**config.mk**
```make
export PLATFORM = sky130hd
export DESIGN_NAME = ym_phase_gen
export DESIGN_NICKNAME = d
export VERILOG_FILES = /design/src/rtl/ym_phase_gen.sv
export SDC_FILE = /design/constraint.sdc
export NUM_CORES = 1
export LEC_CHECK = 0
export BUFFER_PORTS_ARGS = -buffer_cell sky130_fd_sc_hd__buf_2
export CAP_MARGIN = 20
export CORE_MARGIN = 5
export CORE_UTILIZATION = 45
export CTS_CLUSTER_DIAMETER = 200
export DETAILED_ROUTE_END_ITERATION = 8
export PLACE_DENSITY = 0.7
export REMOVE_ABC_BUFFERS = 1
export SLEW_MARGIN = 20
export SYNTH_ARGS = -nofsm -noshare
export SYNTH_HDL_FRONTEND = slang
export SYNTH_SLANG_ARGS = --single-unit
```
**constraint.sdc**
```tcl
create_clock -name MCLK -period 4.65 [get_ports MCLK]
set_clock_uncertainty 0.15 [all_clocks]
set_input_delay 0.465 -clock MCLK [delete_from_list [all_inputs] [get_ports MCLK]]
set_output_delay 0.465 -clock MCLK [all_outputs]
set_load 0.05 [all_outputs]
```
**src/rtl/ym_phase_gen.sv**
```systemverilog
// Two-phase timing generator: divides MCLK into non-overlapping c1/c2 enables,
// tracks the slot index and holds the cell reset for a number of phase pairs.
module ym_phase_gen #(
  parameter int DIV     = 3,
  parameter int SLOTS   = 24,
  parameter int SLOT_W  = 5,
  parameter int RST_CYC = 2
) (
  input  logic              MCLK,
  input  logic              reset_n,
  input  logic              stall,
  output logic              c1,
  output logic              c2,
  output logic [SLOT_W-1:0] slot,
  output logic              cycle_end,
  output logic              rst_cells
);

  localparam int PH_W = (2 * DIV > 2) ? $clog2(2 * DIV) : 1;
  localparam logic [PH_W-1:0]   PH_LAST   = PH_W'(2 * DIV - 1);
  localparam logic [PH_W-1:0]   PH_HALF   = PH_W'(DIV);
  localparam logic [SLOT_W-1:0] SLOT_LAST = SLOT_W'(SLOTS - 1);
  localparam logic [7:0]        RST_LIM   = 8'(RST_CYC);

  logic [PH_W-1:0]   phase_q, phase_d;
  logic              c1_q, c1_d;
  logic              c2_q, c2_d;
  logic              cycleEnd_q, cycleEnd_d;
  logic              rst_q, rst_d;
  logic [7:0]        pairs_q, pairs_d;
  logic [SLOT_W-1:0] slot_q, slot_d;

  // Stalled edges freeze the phase and emit no pulses, so a due pulse slips
  // to the next active edge; only real c2 pulses count toward the reset hold.
  always_comb begin
    phase_d    = phase_q;
    c1_d       = 1'b0;
    c2_d       = 1'b0;
    cycleEnd_d = 1'b0;
    rst_d      = rst_q;
    pairs_d    = pairs_q;
    slot_d     = slot_q;
    if (!stall) begin
      phase_d    = (phase_q == PH_LAST) ? '0 : phase_q + 1'b1;
      c1_d       = (phase_q == '0);
      c2_d       = (phase_q == PH_HALF);
      cycleEnd_d = c2_d && (slot_q == SLOT_LAST);
      if (c2_d && rst_q && (pairs_q != RST_LIM)) begin
        pairs_d = pairs_q + 8'd1;
      end
      if (c1_d && (pairs_q == RST_LIM)) begin
        rst_d = 1'b0;
      end
    end
    // The slot advances at the edge that ends a c2 pulse.
    if (c2_q) begin
      slot_d = (slot_q == SLOT_LAST) ? '0 : slot_q + 1'b1;
    end
    if (rst_q) begin
      slot_d = '0;
    end
  end

  always_ff @(posedge MCLK) begin
    if (!reset_n) begin
      phase_q    <= '0;
      c1_q       <= 1'b0;
      c2_q       <= 1'b0;
      cycleEnd_q <= 1'b0;
      rst_q      <= 1'b1;
      pairs_q    <= '0;
      slot_q     <= '0;
    end else begin
      phase_q    <= phase_d;
      c1_q       <= c1_d;
      c2_q       <= c2_d;
      cycleEnd_q <= cycleEnd_d;
      rst_q      <= rst_d;
      pairs_q    <= pairs_d;
      slot_q     <= slot_d;
    end
  end

  assign c1        = c1_q;
  assign c2        = c2_q;
  assign slot      = slot_q;
  assign cycle_end = cycleEnd_q;
  assign rst_cells = rst_q;

endmodule

```
==> results_tabular.tex, run 1 <==
\begin{tabular}{lr}
\hline
Metric & Value \\
\hline
\multicolumn{2}{l}{\textbf{Floorplan}} \\
\quad Die outline area & 3080 sq um \\
\quad Number of rows created at floorplan & 16 \\
\quad Height of the die & 55.5 um \\
\quad \# IOs & 12 \\
\quad Horizontal die dimension & 55.5 um \\
\quad Initial Util & 47.4\% \\
\quad Total core area & 1960 sq um \\
\multicolumn{2}{l}{\textbf{Logic synthesis}} \\
\quad Sequential fraction of the synthesis area & 43.0\% \\
\quad Post-synth ARST share & 0\% \\
\quad Biggest area consumer among synthesized cells & sky130\_fd\_sc\_hd\_\_dfxtp\_1 \\
\quad Unique cell type count in the Yosys netlist & 29 \\
\quad Yosys warning total & 0 \\
\quad Count leader, synth & sky130\_fd\_sc\_hd\_\_dfxtp\_1 \\
\quad Cell types with the largest area share after synthesis & sky130\_fd\_sc\_hd\_\_dfxtp\_1 43\%, sky130\_fd\_sc\_hd\_\_ha\_1 5.4\%, sky130\_fd\_sc\_hd\_\_mux2i\_1 5.4\% \\
\quad Post-Synthesis Cell Area & 931 sq um \\
\quad Share of Yosys cell area claimed by the top area cell type & 43.0\% \\
\quad Post-synth EDFFs & 0 \\
\quad Prevailing post-synth register cell & sky130\_fd\_sc\_hd\_\_dfxtp\_1 \\
\quad Synthesized netlist cell count & 102 \\
\quad Number of synthesized register bits & 20 \\
\quad Synthesized area divided by synthesized cell count & 9.13 sq um \\
\quad Synth cell count leaders & 20 x sky130\_fd\_sc\_hd\_\_dfxtp\_1, 10 x sky130\_fd\_sc\_hd\_\_nand2\_1, 8 x sky130\_fd\_sc\_hd\_\_a21oi\_1 \\
\multicolumn{2}{l}{\textbf{Setup path}} \\
\quad R2R setup slack & 2750 ps \\
\quad Required time at the worst-slack endpoint & 4740 ps \\
\quad Crit. Startpoint & phase\_q[0] \\
\quad Crit-path max FO & 8 \\
\quad Endpoint kind of the worst setup timing path & register \\
\quad Kind of critical path & reg2reg \\
\quad Startpoint of the worst-slack reg-to-reg timing path & phase\_q[0] \\
\quad Setup crit start kind & register \\
\quad Arrival time reported for the critical path endpoint & 1980 ps \\
\multicolumn{2}{l}{\textbf{Timing}} \\
\quad Relative max-transition margin & 78.1\% \\
\quad Hold violation count in the final report & 0 \\
\quad Post-layout minimum cycle time & 1900 ps \\
\quad Unrepaired setup endpoints after global routing & false \\
\quad Max-slew violations & 0 \\
\quad Maximum clock frequency & 0.527 GHz \\
\quad Setup violators final & 0 \\
\quad Post-route clock period utilization & 40.8\% \\
\quad Transition at the pin with the smallest max-transition slack & 326 ps \\
\quad Total negative slack for setup checks & 0 ps \\
\multicolumn{2}{l}{\textbf{Drt}} \\
\quad Detailed-routing wirelength on met1 & 809 um \\
\quad Sum of met3 wire segment lengths after detailed routing & 94 um \\
\quad Via count of the routed design & 818 \\
\quad First-pass detailed-route iteration total & 4 \\
\quad Total Wirelength & 1.83 mm \\
\quad Number of design-rule violations left by the first detailed-router iteration & 23 \\
\quad Antenna violation net count after detailed routing & 0 \\
\quad DRC violations left & 0 \\
\quad Highest layer used for signal routing & met4 \\
\quad Average vias per placed instance & 5.76 \\
\quad Wire per inst & 12.9 um \\
\quad DR WL met2 & 901 um \\
\multicolumn{2}{l}{\textbf{Pwr}} \\
\quad Power density normalized to cell area & 281 nW/um\^{}2 \\
\quad Design Power & 294 uW \\
\quad Reported leakage power & 0.000399 uW \\
\quad Peak supply drop & 182 uV \\
\multicolumn{2}{l}{\textbf{Clock network}} \\
\quad Root buffer cell & sky130\_fd\_sc\_hd\_\_clkbuf\_4 \\
\quad Later-pin clock latency in the skew report & 300 ps \\
\quad Clock-pin slew of the registers on the worst-case setup and hold paths & 110 ps \\
\quad H-tree depth & 1 \\
\quad Hold-fix buffers at CTS & 0 \\
\quad Number of setup buffers added after CTS & 0 \\
\quad CTS sink count & 20 \\
\quad TritonCTS clock tree & built \\
\quad Maximum count of clock buffers along a single path & 2 \\
\quad Post-cts gate resize count & 0 \\
\quad Number of buffers created by CTS & 3 \\
\multicolumn{2}{l}{\textbf{Final layout}} \\
\quad NumNets Final & 123 \\
\quad Non-filler cells in the finished layout & 142 \\
\quad Fraction of final layout cells sized beyond drive strength 1 & 14.8\% \\
\quad Area added between synthesis and finish & 12.5\% \\
\quad Antenna diode count & 0 \\
\quad Final core area utilization & 53.4\% \\
\multicolumn{2}{l}{\textbf{Min path}} \\
\quad Min-Delay Path Class & in2reg \\
\quad Worst hold path startpoint & stall \\
\multicolumn{2}{l}{\textbf{GRT}} \\
\quad Via count of the first global-routing pass & 695 \\
\quad First-pass GRT wire length & 3.02 mm \\
\quad Pin count of the biggest net entering global routing & 12 \\
\quad Antenna violations before repair & 0 \\
\quad GRT Util Overall & 11.9\% \\
\quad Final global-route overflow total & 0 \\
\multicolumn{2}{l}{\textbf{Placed design}} \\
\quad Total half-perimeter wirelength after legalization and detailed placement & 1.36 mm \\
\quad Number of port buffers & 11 \\
\quad Cell Count Post-Placement & 138 \\
\quad Global placement routability congestion & 0.784 \\
\multicolumn{2}{l}{\textbf{Flow run}} \\
\quad Count of maximum capacitance violations & 0 \\
\multicolumn{2}{l}{\textbf{Outcome}} \\
\quad Result of the run & finished clean \\
\hline
\end{tabular}
## per-stage QoR
stage / instance area [sq um] / hold slack [ps] / setup slack, ps
floorplan: 922 / 288 / 2970
global placement: 1010 / 303 / 2940
detailed placement: 1010 / 315 / 2790
CTS: 1050 / 286 / 2760
global route: 1050 / 297 / 2670
finish: 1050 / 291 / 2750
## logic make-up (layout without fill, tap and decap cells)
group | after synthesis | count (layout) | synth area share (%)
AND/OR/NAND/NOR | 44 | 44 | 28.2
multiplexers | 5 | 5 | 5.38
adder cells (fa/ha/maj) | 4 | 4 | 5.38
XOR/XNOR | 2 | 2 | 1.88
flip-flops | 20 | 20 | 43.0
buffers and inverters | 9 | 22 | 3.76
AO/OA/AOI/OAI | 18 | 18 | 12.4
## cell usage in the layout, fill, tap and decap left out, drive strengths merged, types with 3 or more instances in the layout
| cell | instances |
|---|---|
| ha | 4 |
| mux2i | 5 |
| nand3 | 5 |
| nand3b | 3 |
| clkbuf | 4 |
| a21oi | 8 |
| buf | 11 |
| nand2b | 6 |
| o31ai | 3 |
| inv | 6 |
| nor2 | 6 |
| o21ai | 3 |
| nand2 | 10 |
| or4 | 4 |
| dfxtp | 20 |
## layer usage
metal | vias to the layer above | GRT usage, %
met5 | - | 0
met3 | 3 | 3.26
met2 | 22 | 21.1
li1 | 390 | -
met1 | 403 | 13.1
met4 | 0 | 5.21
## flip-flops by register name, indices dropped and copies added (netlist names)
name	count
pairs_q	8
slot	5
phase_q	3
c1	1
c2	1
cycle_end	1
rst_cells	1
## final cells by class
type                       count  area, sq um
fill                         210          915
multi-input combinational     73          495
sequential                    20          400
timing repair buffer          11         55.1
clock buffer                   4         36.3
tap                           27         33.8
inverter                       7         26.3
## worst paths after layout
check | to | cells past startpoint
hold reg to reg | pairs_q[7] | 2
setup / recovery | pairs_q[6] | 6
setup reg to reg | pairs_q[6] | 6
hold / removal | c2 | 2
## worst max-delay path: stages, from the launching register on
cell                       delay [ps]
sky130_fd_sc_hd__dfxtp_1          400
sky130_fd_sc_hd__inv_1             80
sky130_fd_sc_hd__nor2_1           120
sky130_fd_sc_hd__ha_1             230
sky130_fd_sc_hd__nand3b_4         130
sky130_fd_sc_hd__or4_1            540
sky130_fd_sc_hd__a21oi_1          180
## power breakdown
group          leakage, uW  internal [uW]  switching [uW]  total (uW)
Sequential        0.000162            174            2.22         176
Combinational     0.000217           5.24            10.8        16.0
Clock            0.0000210           47.8            54.3         102
(Power assumes the default switching activity.)
==> inputs of run 2 (changes only) <==
--- a/config.mk
+++ b/config.mk
@@ -11,7 +11,7 @@
 export CORE_UTILIZATION = 45
 export CTS_CLUSTER_DIAMETER = 200
 export DETAILED_ROUTE_END_ITERATION = 8
-export PLACE_DENSITY = 0.7
+export PLACE_DENSITY = 0.72
 export REMOVE_ABC_BUFFERS = 1
 export SLEW_MARGIN = 20
 export SYNTH_ARGS = -nofsm -noshare
==> constraint.sdc (replaced) <==
create_clock -name MCLK -period 1.7 [get_ports MCLK]
set_clock_uncertainty 0.15 [all_clocks]
set_input_delay 0.17 -clock MCLK [delete_from_list [all_inputs] [get_ports MCLK]]
set_output_delay 0.17 -clock MCLK [all_outputs]
set_load 0.05 [all_outputs]
==> run 2 against run 1 <==
Effect of this change: die area unchanged; wire length up 8.2%; flip-flop and latch count unchanged; non-clock buffer count up 7; cell count up 4.9%; sequential share of layout area down 2.7 points; first-iteration DRC count down 48%.
==> results_tabular.tex, run 2 (synthesis results as in run 1) <==
\begin{tabular}{lr}
\hline
Metric & Value \\
\hline
\multicolumn{2}{l}{\textbf{Setup path}} \\
\quad Top cell family by delay on the critical path & simple AND/OR/NAND/NOR gates (unchanged) \\
\quad Critical Path, Cell by Cell & inv\_2 > nor2\_2 > ha\_2 > nand3b\_4 > or4\_4 > a21oi\_2 (was inv\_1 > nor2\_1 > ha\_1 > nand3b\_4 > or4\_1 > a21oi\_1) \\
\quad Buffers \& Inverters on Critical Path & 1 (unchanged) \\
\quad Startpoint of the worst-slack reg-to-reg timing path & phase\_q[0] (unchanged) \\
\quad Endpoint kind of the worst setup timing path & register (unchanged) \\
\quad Crit-path max FO & 7 (was 8) \\
\quad Master of the slowest instance on the critical path & sky130\_fd\_sc\_hd\_\_or4\_4 (was sky130\_fd\_sc\_hd\_\_or4\_1) \\
\quad Required time at the worst-slack endpoint & 1790 ps (was 4740 ps) \\
\quad Kind of critical path & reg2reg (unchanged) \\
\quad Arrival time reported for the critical path endpoint & 1760 ps (was 1980 ps) \\
\quad Setup crit start kind & register (unchanged) \\
\quad Peak per-stage delay on the critical path & 500 ps (was 540 ps) \\
\quad Crit. Startpoint & phase\_q[0] (unchanged) \\
\multicolumn{2}{l}{\textbf{Min path}} \\
\quad Min-Delay Path Class & in2reg (unchanged) \\
\quad Worst hold path startpoint & reset\_n (was stall) \\
\multicolumn{2}{l}{\textbf{Timing}} \\
\quad Hold violation count in the final report & 0 (unchanged) \\
\quad Unrepaired setup endpoints after global routing & true (was false) \\
\quad Relative max-transition margin & 78.0\% (was 78.1\%) \\
\quad Post-layout minimum cycle time & 1660 ps (was 1900 ps) \\
\quad Worst setup slack after layout & 37.7 ps (was 2750 ps) \\
\quad Transition at the pin with the smallest max-transition slack & 328 ps (was 326 ps) \\
\quad Post-route clock period utilization & 97.8\% (was 40.8\%) \\
\quad Maximum clock frequency & 0.602 GHz (was 0.527 GHz) \\
\quad Setup violators final & 0 (unchanged) \\
\quad Max-slew violations & 0 (unchanged) \\
\multicolumn{2}{l}{\textbf{Clock network}} \\
\quad Maximum count of clock buffers along a single path & 2 (unchanged) \\
\quad Later-pin clock latency in the skew report & 300 ps (about the same) \\
\quad CTS sink count & 20 (unchanged) \\
\quad Number of buffers created by CTS & 3 (unchanged) \\
\quad H-tree depth & 1 (unchanged) \\
\quad TritonCTS clock tree & built (unchanged) \\
\quad Clock-pin slew of the registers on the worst-case setup and hold paths & 120 ps (was 110 ps) \\
\quad Root buffer cell & sky130\_fd\_sc\_hd\_\_clkbuf\_4 (unchanged) \\
\multicolumn{2}{l}{\textbf{Final layout}} \\
\quad Register name with the most flops & pairs\_q (unchanged) \\
\quad Antenna diode count & 0 (unchanged) \\
\quad Final core area utilization & 58.0\% (was 53.4\%) \\
\quad Fraction of final layout cells sized beyond drive strength 1 & 28.7\% (was 14.8\%) \\
\quad Most common library cell in the layout ignoring fill and taps & sky130\_fd\_sc\_hd\_\_dfxtp\_1 (unchanged) \\
\quad Number of flip-flops in the largest register & 8 (unchanged) \\
\quad Area added between synthesis and finish & 22.2\% (was 12.5\%) \\
\quad NumNets Final & 130 (was 123) \\
\quad Commonest cells after routing, fill and taps aside & 17 x sky130\_fd\_sc\_hd\_\_dfxtp\_1, 11 x sky130\_fd\_sc\_hd\_\_buf\_2, 10 x sky130\_fd\_sc\_hd\_\_nand2\_1 (was 20 x sky130\_fd\_sc\_hd\_\_dfxtp\_1, 11 x sky130\_fd\_sc\_hd\_\_buf\_2, 10 x sky130\_fd\_sc\_hd\_\_nand2\_1) \\
\quad Non-filler cells in the finished layout & 149 (was 142) \\
\multicolumn{2}{l}{\textbf{GRT}} \\
\quad Antenna violations before repair & 0 (unchanged) \\
\quad Via count of the first global-routing pass & 723 (was 695) \\
\quad Final global-route overflow total & 0 (unchanged) \\
\quad GRT Util Overall & 13.4\% (was 11.9\%) \\
\quad First-pass GRT wire length & 3.38 mm (was 3.02 mm) \\
\quad Pin count of the biggest net entering global routing & 12 (unchanged) \\
\multicolumn{2}{l}{\textbf{Floorplan}} \\
\quad Height of the die & 55.5 um (unchanged) \\
\quad Initial Util & 47.4\% (unchanged) \\
\quad Die outline area & 3080 sq um (unchanged) \\
\quad \# IOs & 12 (unchanged) \\
\quad Total core area & 1960 sq um (unchanged) \\
\quad Number of rows created at floorplan & 16 (unchanged) \\
\quad Horizontal die dimension & 55.5 um (unchanged) \\
\multicolumn{2}{l}{\textbf{Drt}} \\
\quad Number of design-rule violations left by the first detailed-router iteration & 12 (was 23) \\
\quad First-pass detailed-route iteration total & 4 (unchanged) \\
\quad Wire per inst & 13.3 um (was 12.9 um) \\
\quad Total Wirelength & 1.98 mm (was 1.83 mm) \\
\quad Average vias per placed instance & 5.44 (was 5.76) \\
\quad Via count of the routed design & 811 (was 818) \\
\quad DRC violations left & 0 (unchanged) \\
\quad Antenna violation net count after detailed routing & 0 (unchanged) \\
\multicolumn{2}{l}{\textbf{Placed design}} \\
\quad Number of port buffers & 11 (unchanged) \\
\quad Worst-case setup slack after placement & -11.4 ps (was 2790 ps) \\
\quad Global placement routability congestion & 0.787 (was 0.784) \\
\quad Cell Count Post-Placement & 141 (was 138) \\
\quad Total half-perimeter wirelength after legalization and detailed placement & 1.35 mm (was 1.36 mm) \\
\multicolumn{2}{l}{\textbf{Pwr}} \\
\quad Power density normalized to cell area & 725 nW/um\^{}2 (was 281 nW/um\^{}2) \\
\quad Peak supply drop & 470 uV (was 182 uV) \\
\quad Reported leakage power & 0.000436 uW (was 0.000399 uW) \\
\multicolumn{2}{l}{\textbf{Flow run}} \\
\quad Count of maximum capacitance violations & 0 (unchanged) \\
\multicolumn{2}{l}{\textbf{Outcome}} \\
\quad Result of the run & finished clean (unchanged) \\
\hline
\end{tabular}
==> run 2: repair_timing <==
item                       in CTS  in global routing
pin swaps                       4                  6
hold buffers                    1                  0
gates resized for setup         3                 11
setup endpoints to repair       2                  6
setup buffers                   1                  2
hold endpoints to repair        1                  0
==> run 2: power breakdown <==
group / internal (uW) / switching (uW)
Combinational: 24.4 / 35.5
Clock: 131 / 152
Sequential: 477 / 5.03
==> run 2: worst paths after layout <==
kind	end	slack (ps)	cells past startpoint
worst max-delay path	pairs_q[5]	40	6
worst min-delay path	pairs_q[0]	50	3
worst max register to register	pairs_q[5]	40	6
worst min register to register	pairs_q[7]	330	2
==> run 2: area by class of cell <==
type | instances | area [sq um]
sequential | 20 | 404
fill | 188 | 825
clock buffer | 4 | 36.3
inverter | 7 | 26.3
multi-input combinational | 73 | 523
tap | 27 | 33.8
timing repair buffer | 18 | 114
==> run 2: worst min-delay path: stages <==
cell,delay [ps]
sky130_fd_sc_hd__buf_2,170
sky130_fd_sc_hd__nand2_1,80
sky130_fd_sc_hd__mux2i_1,50
==> run 2: metal layers <==
layer | share of wire (%) | wire [um] | track usage (%)
met5 | 0 | 0 | 0
met4 | 2.6 | 51 | 6.25
met3 | 2.2 | 44 | 2.10
met2 | 50 | 998 | 21.6
met1 | 45 | 888 | 17.4
==> run 2: stage by stage <==
stage	setup TNS (ps)	hold slack (ps)	cell area, sq um	power [uW]
2_1_floorplan	0	98.5	922	519
3_3_place_gp	0	300	1030	538
3_5_place_dp	-14.4	311	1030	540
4_1_cts	0	56.4	1090	821
5_1_grt	-88.2	63.0	1140	860
6_report	0	51.9	1140	825
==> inputs of run 3 (changes only) <==
--- a/config.mk
+++ b/config.mk
@@ -5,6 +5,7 @@
 export SDC_FILE = /design/constraint.sdc
 export NUM_CORES = 1
 export LEC_CHECK = 0
+export ABC_AREA = 1
 export BUFFER_PORTS_ARGS = -buffer_cell sky130_fd_sc_hd__buf_2
 export CAP_MARGIN = 20
 export CORE_MARGIN = 5
==> run 3 against run 2 <==
Effect of this change: sequential power hardly changed; clock power up 40%; combinational power is 2% higher; sequential share of layout area fell by 2.1 points; final area is 5.2% higher; power grew 14%; non-clock buffer count shrank 6; first-iteration DRC count rose by 58%; wire length grew 9.2%; cell count rose by 32%; synthesized cell count rose by 49%; via count increased by 22%; largest cell class unchanged; largest power group unchanged.
==> results_tabular.tex, run 3 <==
\begin{tabular}{lr}
\hline
Metric & Value \\
\hline
\multicolumn{2}{l}{\textbf{Outcome}} \\
\quad Result of the run & finished clean (unchanged) \\
\multicolumn{2}{l}{\textbf{Final layout}} \\
\quad Fraction of final layout cells sized beyond drive strength 1 & 18.5\% (was 28.7\%) \\
\quad Number of flip-flops in the largest register & 8 (unchanged) \\
\quad Antenna diode count & 0 (unchanged) \\
\quad NumNets Final & 176 (was 130) \\
\quad Non-filler cells in the finished layout & 196 (was 149) \\
\quad Area added between synthesis and finish & 14.6\% (was 22.2\%) \\
\quad Commonest cells after routing, fill and taps aside & 34 x sky130\_fd\_sc\_hd\_\_nand2\_1, 22 x sky130\_fd\_sc\_hd\_\_inv\_1, 22 x sky130\_fd\_sc\_hd\_\_nor2\_1 (was 17 x sky130\_fd\_sc\_hd\_\_dfxtp\_1, 11 x sky130\_fd\_sc\_hd\_\_buf\_2, 10 x sky130\_fd\_sc\_hd\_\_nand2\_1) \\
\quad Register name with the most flops & pairs\_q (unchanged) \\
\quad Most common library cell in the layout ignoring fill and taps & sky130\_fd\_sc\_hd\_\_nand2\_1 (was sky130\_fd\_sc\_hd\_\_dfxtp\_1) \\
\multicolumn{2}{l}{\textbf{Clock network}} \\
\quad Maximum count of clock buffers along a single path & 2 (unchanged) \\
\quad H-tree depth & 1 (unchanged) \\
\quad CTS sink count & 20 (unchanged) \\
\quad Clock-pin slew of the registers on the worst-case setup and hold paths & 120 ps (about the same) \\
\quad TritonCTS clock tree & built (unchanged) \\
\quad Root buffer cell & sky130\_fd\_sc\_hd\_\_clkbuf\_4 (unchanged) \\
\quad Later-pin clock latency in the skew report & 310 ps (was 300 ps) \\
\quad Post-cts gate resize count & 0 (was 3) \\
\quad Number of buffers created by CTS & 3 (unchanged) \\
\multicolumn{2}{l}{\textbf{Setup path}} \\
\quad R2R setup slack & 220 ps (was 40 ps) \\
\quad Endpoint kind of the worst setup timing path & register (unchanged) \\
\quad Setup crit start kind & register (unchanged) \\
\quad Most prevalent standard cell on the critical path & sky130\_fd\_sc\_hd\_\_nand2\_1 \\
\quad Crit-path max FO & 8 (was 7) \\
\quad Crit. Startpoint & pairs\_q[0] (was phase\_q[0]) \\
\quad Master of the slowest instance on the critical path & sky130\_fd\_sc\_hd\_\_dfxtp\_1 (was sky130\_fd\_sc\_hd\_\_or4\_4) \\
\quad Peak per-stage delay on the critical path & 420 ps (was 500 ps) \\
\quad Startpoint of the worst-slack reg-to-reg timing path & pairs\_q[0] (was phase\_q[0]) \\
\quad Required time at the worst-slack endpoint & 1760 ps (was 1790 ps) \\
\quad Critical Path, Cell by Cell & inv\_1 > ha\_1 > nand2\_1 > nor2\_2 > nor2\_4 > nand3\_1 > nand2\_1 > nor2\_1 (was inv\_2 > nor2\_2 > ha\_2 > nand3b\_4 > or4\_4 > a21oi\_2) \\
\quad Top cell family by delay on the critical path & simple AND/OR/NAND/NOR gates (unchanged) \\
\quad Kind of critical path & reg2reg (unchanged) \\
\quad Arrival time reported for the critical path endpoint & 1540 ps (was 1760 ps) \\
\quad Buffers \& Inverters on Critical Path & 1 (unchanged) \\
\multicolumn{2}{l}{\textbf{Placed design}} \\
\quad Cell Count Post-Placement & 191 (was 141) \\
\quad Number of port buffers & 11 (unchanged) \\
\quad Worst-case setup slack after placement & 237 ps (was -11.4 ps) \\
\quad Global placement routability congestion & 0.887 (was 0.787) \\
\quad Total half-perimeter wirelength after legalization and detailed placement & 1.62 mm (was 1.35 mm) \\
\multicolumn{2}{l}{\textbf{GRT}} \\
\quad First-pass GRT wire length & 3.88 mm (was 3.38 mm) \\
\quad Final global-route overflow total & 0 (unchanged) \\
\quad GRT Util Overall & 14.5\% (was 13.4\%) \\
\quad Antenna violations before repair & 0 (unchanged) \\
\quad Pin count of the biggest net entering global routing & 13 (was 12) \\
\quad Via count of the first global-routing pass & 942 (was 723) \\
\multicolumn{2}{l}{\textbf{Timing}} \\
\quad Relative max-transition margin & 82.1\% (was 78.0\%) \\
\quad Transition at the pin with the smallest max-transition slack & 268 ps (was 328 ps) \\
\quad Hold violation count in the final report & 0 (unchanged) \\
\quad Unrepaired setup endpoints after global routing & false (was true) \\
\quad Hold Slack & 50.4 ps (was 51.9 ps) \\
\quad Post-route clock period utilization & 87.2\% (was 97.8\%) \\
\quad Post-layout minimum cycle time & 1480 ps (was 1660 ps) \\
\quad Total negative slack for setup checks & 0 ps (unchanged) \\
\quad Maximum clock frequency & 0.675 GHz (was 0.602 GHz) \\
\quad Setup violators final & 0 (unchanged) \\
\quad Max-slew violations & 0 (unchanged) \\
\quad Worst setup slack after layout & 218 ps (was 37.7 ps) \\
\multicolumn{2}{l}{\textbf{Logic synthesis}} \\
\quad Number of synthesized register bits & 20 (unchanged) \\
\quad Unique cell type count in the Yosys netlist & 21 (was 29) \\
\quad Synthesized area divided by synthesized cell count & 6.87 sq um (was 9.13 sq um) \\
\quad Share of Yosys cell area claimed by the top area cell type & 38.4\% (was 43.0\%) \\
\quad Cell types with the largest area share after synthesis & sky130\_fd\_sc\_hd\_\_dfxtp\_1 38\%, sky130\_fd\_sc\_hd\_\_nand2\_1 12\%, sky130\_fd\_sc\_hd\_\_inv\_1 7.9\% (was sky130\_fd\_sc\_hd\_\_dfxtp\_1 43\%, sky130\_fd\_sc\_hd\_\_ha\_1 5.4\%, sky130\_fd\_sc\_hd\_\_mux2i\_1 5.4\%) \\
\quad Count leader, synth & sky130\_fd\_sc\_hd\_\_nand2\_1 (was sky130\_fd\_sc\_hd\_\_dfxtp\_1) \\
\quad Biggest area consumer among synthesized cells & sky130\_fd\_sc\_hd\_\_dfxtp\_1 (unchanged) \\
\quad Prevailing post-synth register cell & sky130\_fd\_sc\_hd\_\_dfxtp\_1 (unchanged) \\
\quad Synth cell count leaders & 34 x sky130\_fd\_sc\_hd\_\_nand2\_1, 22 x sky130\_fd\_sc\_hd\_\_inv\_1, 22 x sky130\_fd\_sc\_hd\_\_nor2\_1, 20 x sky130\_fd\_sc\_hd\_\_dfxtp\_1, 14 x sky130\_fd\_sc\_hd\_\_nand3\_1 (was 20 x sky130\_fd\_sc\_hd\_\_dfxtp\_1, 10 x sky130\_fd\_sc\_hd\_\_nand2\_1, 8 x sky130\_fd\_sc\_hd\_\_a21oi\_1) \\
\quad Synthesized netlist cell count & 152 (was 102) \\
\quad Post-synth ARST share & 0\% (unchanged) \\
\quad Post-Synthesis Cell Area & 1040 sq um (was 931 sq um) \\
\quad Post-synth EDFFs & 0 (unchanged) \\
\quad Yosys warning total & 0 (unchanged) \\
\quad Sequential fraction of the synthesis area & 38.4\% (was 43.0\%) \\
\multicolumn{2}{l}{\textbf{Pwr}} \\
\quad Reported leakage power & 0.000567 uW (was 0.000436 uW) \\
\quad Peak supply drop & 501 uV (was 470 uV) \\
\quad Power density normalized to cell area & 785 nW/um\^{}2 (was 725 nW/um\^{}2) \\
\multicolumn{2}{l}{\textbf{Drt}} \\
\quad Antenna violation net count after detailed routing & 0 (unchanged) \\
\quad Average vias per placed instance & 5.04 (was 5.44) \\
\quad Wire per inst & 11.1 um (was 13.3 um) \\
\quad Total Wirelength & 2.17 mm (was 1.98 mm) \\
\quad Via count of the routed design & 987 (was 811) \\
\quad First-pass detailed-route iteration total & 4 (unchanged) \\
\quad Number of design-rule violations left by the first detailed-router iteration & 19 (was 12) \\
\quad DRC violations left & 0 (unchanged) \\
\multicolumn{2}{l}{\textbf{Floorplan}} \\
\quad Number of rows created at floorplan & 17 (was 16) \\
\quad Initial Util & 47.2\% (was 47.4\%) \\
\quad Total core area & 2210 sq um (was 1960 sq um) \\
\quad \# IOs & 12 (unchanged) \\
\quad Die outline area & 3380 sq um (was 3080 sq um) \\
\quad Height of the die & 58.2 um (was 55.5 um) \\
\quad Horizontal die dimension & 58.2 um (was 55.5 um) \\
\multicolumn{2}{l}{\textbf{Min path}} \\
\quad Min-Delay Path Class & in2reg (unchanged) \\
\quad Worst hold path startpoint & stall (was reset\_n) \\
\multicolumn{2}{l}{\textbf{Flow run}} \\
\quad Count of maximum capacitance violations & 0 (unchanged) \\
\hline
\end{tabular}
-- run 3: metrics by stage --
| stage | power (uW) | utilization (%) | instance area [sq um] |
|---|---|---|---|
| global placement | 552 | 51.2 | 1130 |
| CTS | 950 | 54.1 | 1200 |
| finish | 940 | 54.1 | 1200 |
| detailed placement | 554 | 51.2 | 1130 |
| global route | 990 | 54.1 | 1200 |
| floorplan | 537 | - | 1040 |
-- run 3: power breakdown --
| group | internal, uW | leakage [uW] | switching [uW] |
|---|---|---|---|
| Sequential | 477 | 0.000162 | 7.31 |
| Clock | 238 | 0.0000279 | 156 |
| Combinational | 19.4 | 0.000377 | 41.6 |
-- run 3: kinds of logic (layout without fill, tap and decap cells) --
| kind of cell | count (synthesis) | in the layout | synth area share, % |
|---|---|---|---|
| XOR/XNOR | 1 | 1 | 0.839 |
| adder cells (fa/ha/maj) | 4 | 4 | 4.80 |
| flip-flops | 20 | 20 | 38.4 |
| buffers and inverters | 26 | 42 | 9.35 |
| AO/OA/AOI/OAI | 10 | 10 | 5.75 |
| AND/OR/NAND/NOR | 91 | 91 | 40.9 |
-- run 3: final timing paths --
| check | to | cells past startpoint |
|---|---|---|
| worst max register to register | pairs_q[0] | 8 |
| worst min-delay path | phase_q[2] | 3 |
| worst max-delay path | pairs_q[0] | 8 |
| worst min register to register | c1 | 1 |
-- run 3: per-layer routing --
| metal | up-vias | share of wire [%] | track usage [%] | wire, um |
|---|---|---|---|---|
| li1 | 511 | - | - | - |
| met1 | 457 | 45 | 17.1 | 972 |
| met3 | 5 | 3.1 | 2.23 | 68 |
| met5 | - | 0 | 0 | 0 |
| met4 | 0 | 1.8 | 6.62 | 40 |
| met2 | 14 | 50 | 25.5 | 1090 |
-- run 3: final cells by class --
type	instances	area [sq um]
clock inverters	1	30.0
clock buffers	3	22.5
inverters	26	97.6
repair buffers	12	65.1
well taps	28	35.0
multi-input cells	106	546
flip-flops and latches	20	400
fillers	226	1020
-- run 3: worst min-delay path, stage by stage --
cell,delay [ps]
sky130_fd_sc_hd__buf_2,140
sky130_fd_sc_hd__nand3_1,100
sky130_fd_sc_hd__o31ai_2,60
-- run 3: repair_timing --
action / 4_1_cts / 5_1_grt
buffers inserted: 0 / 0
hold endpoints to repair: 3 / 0
hold buffers: 1 / 0
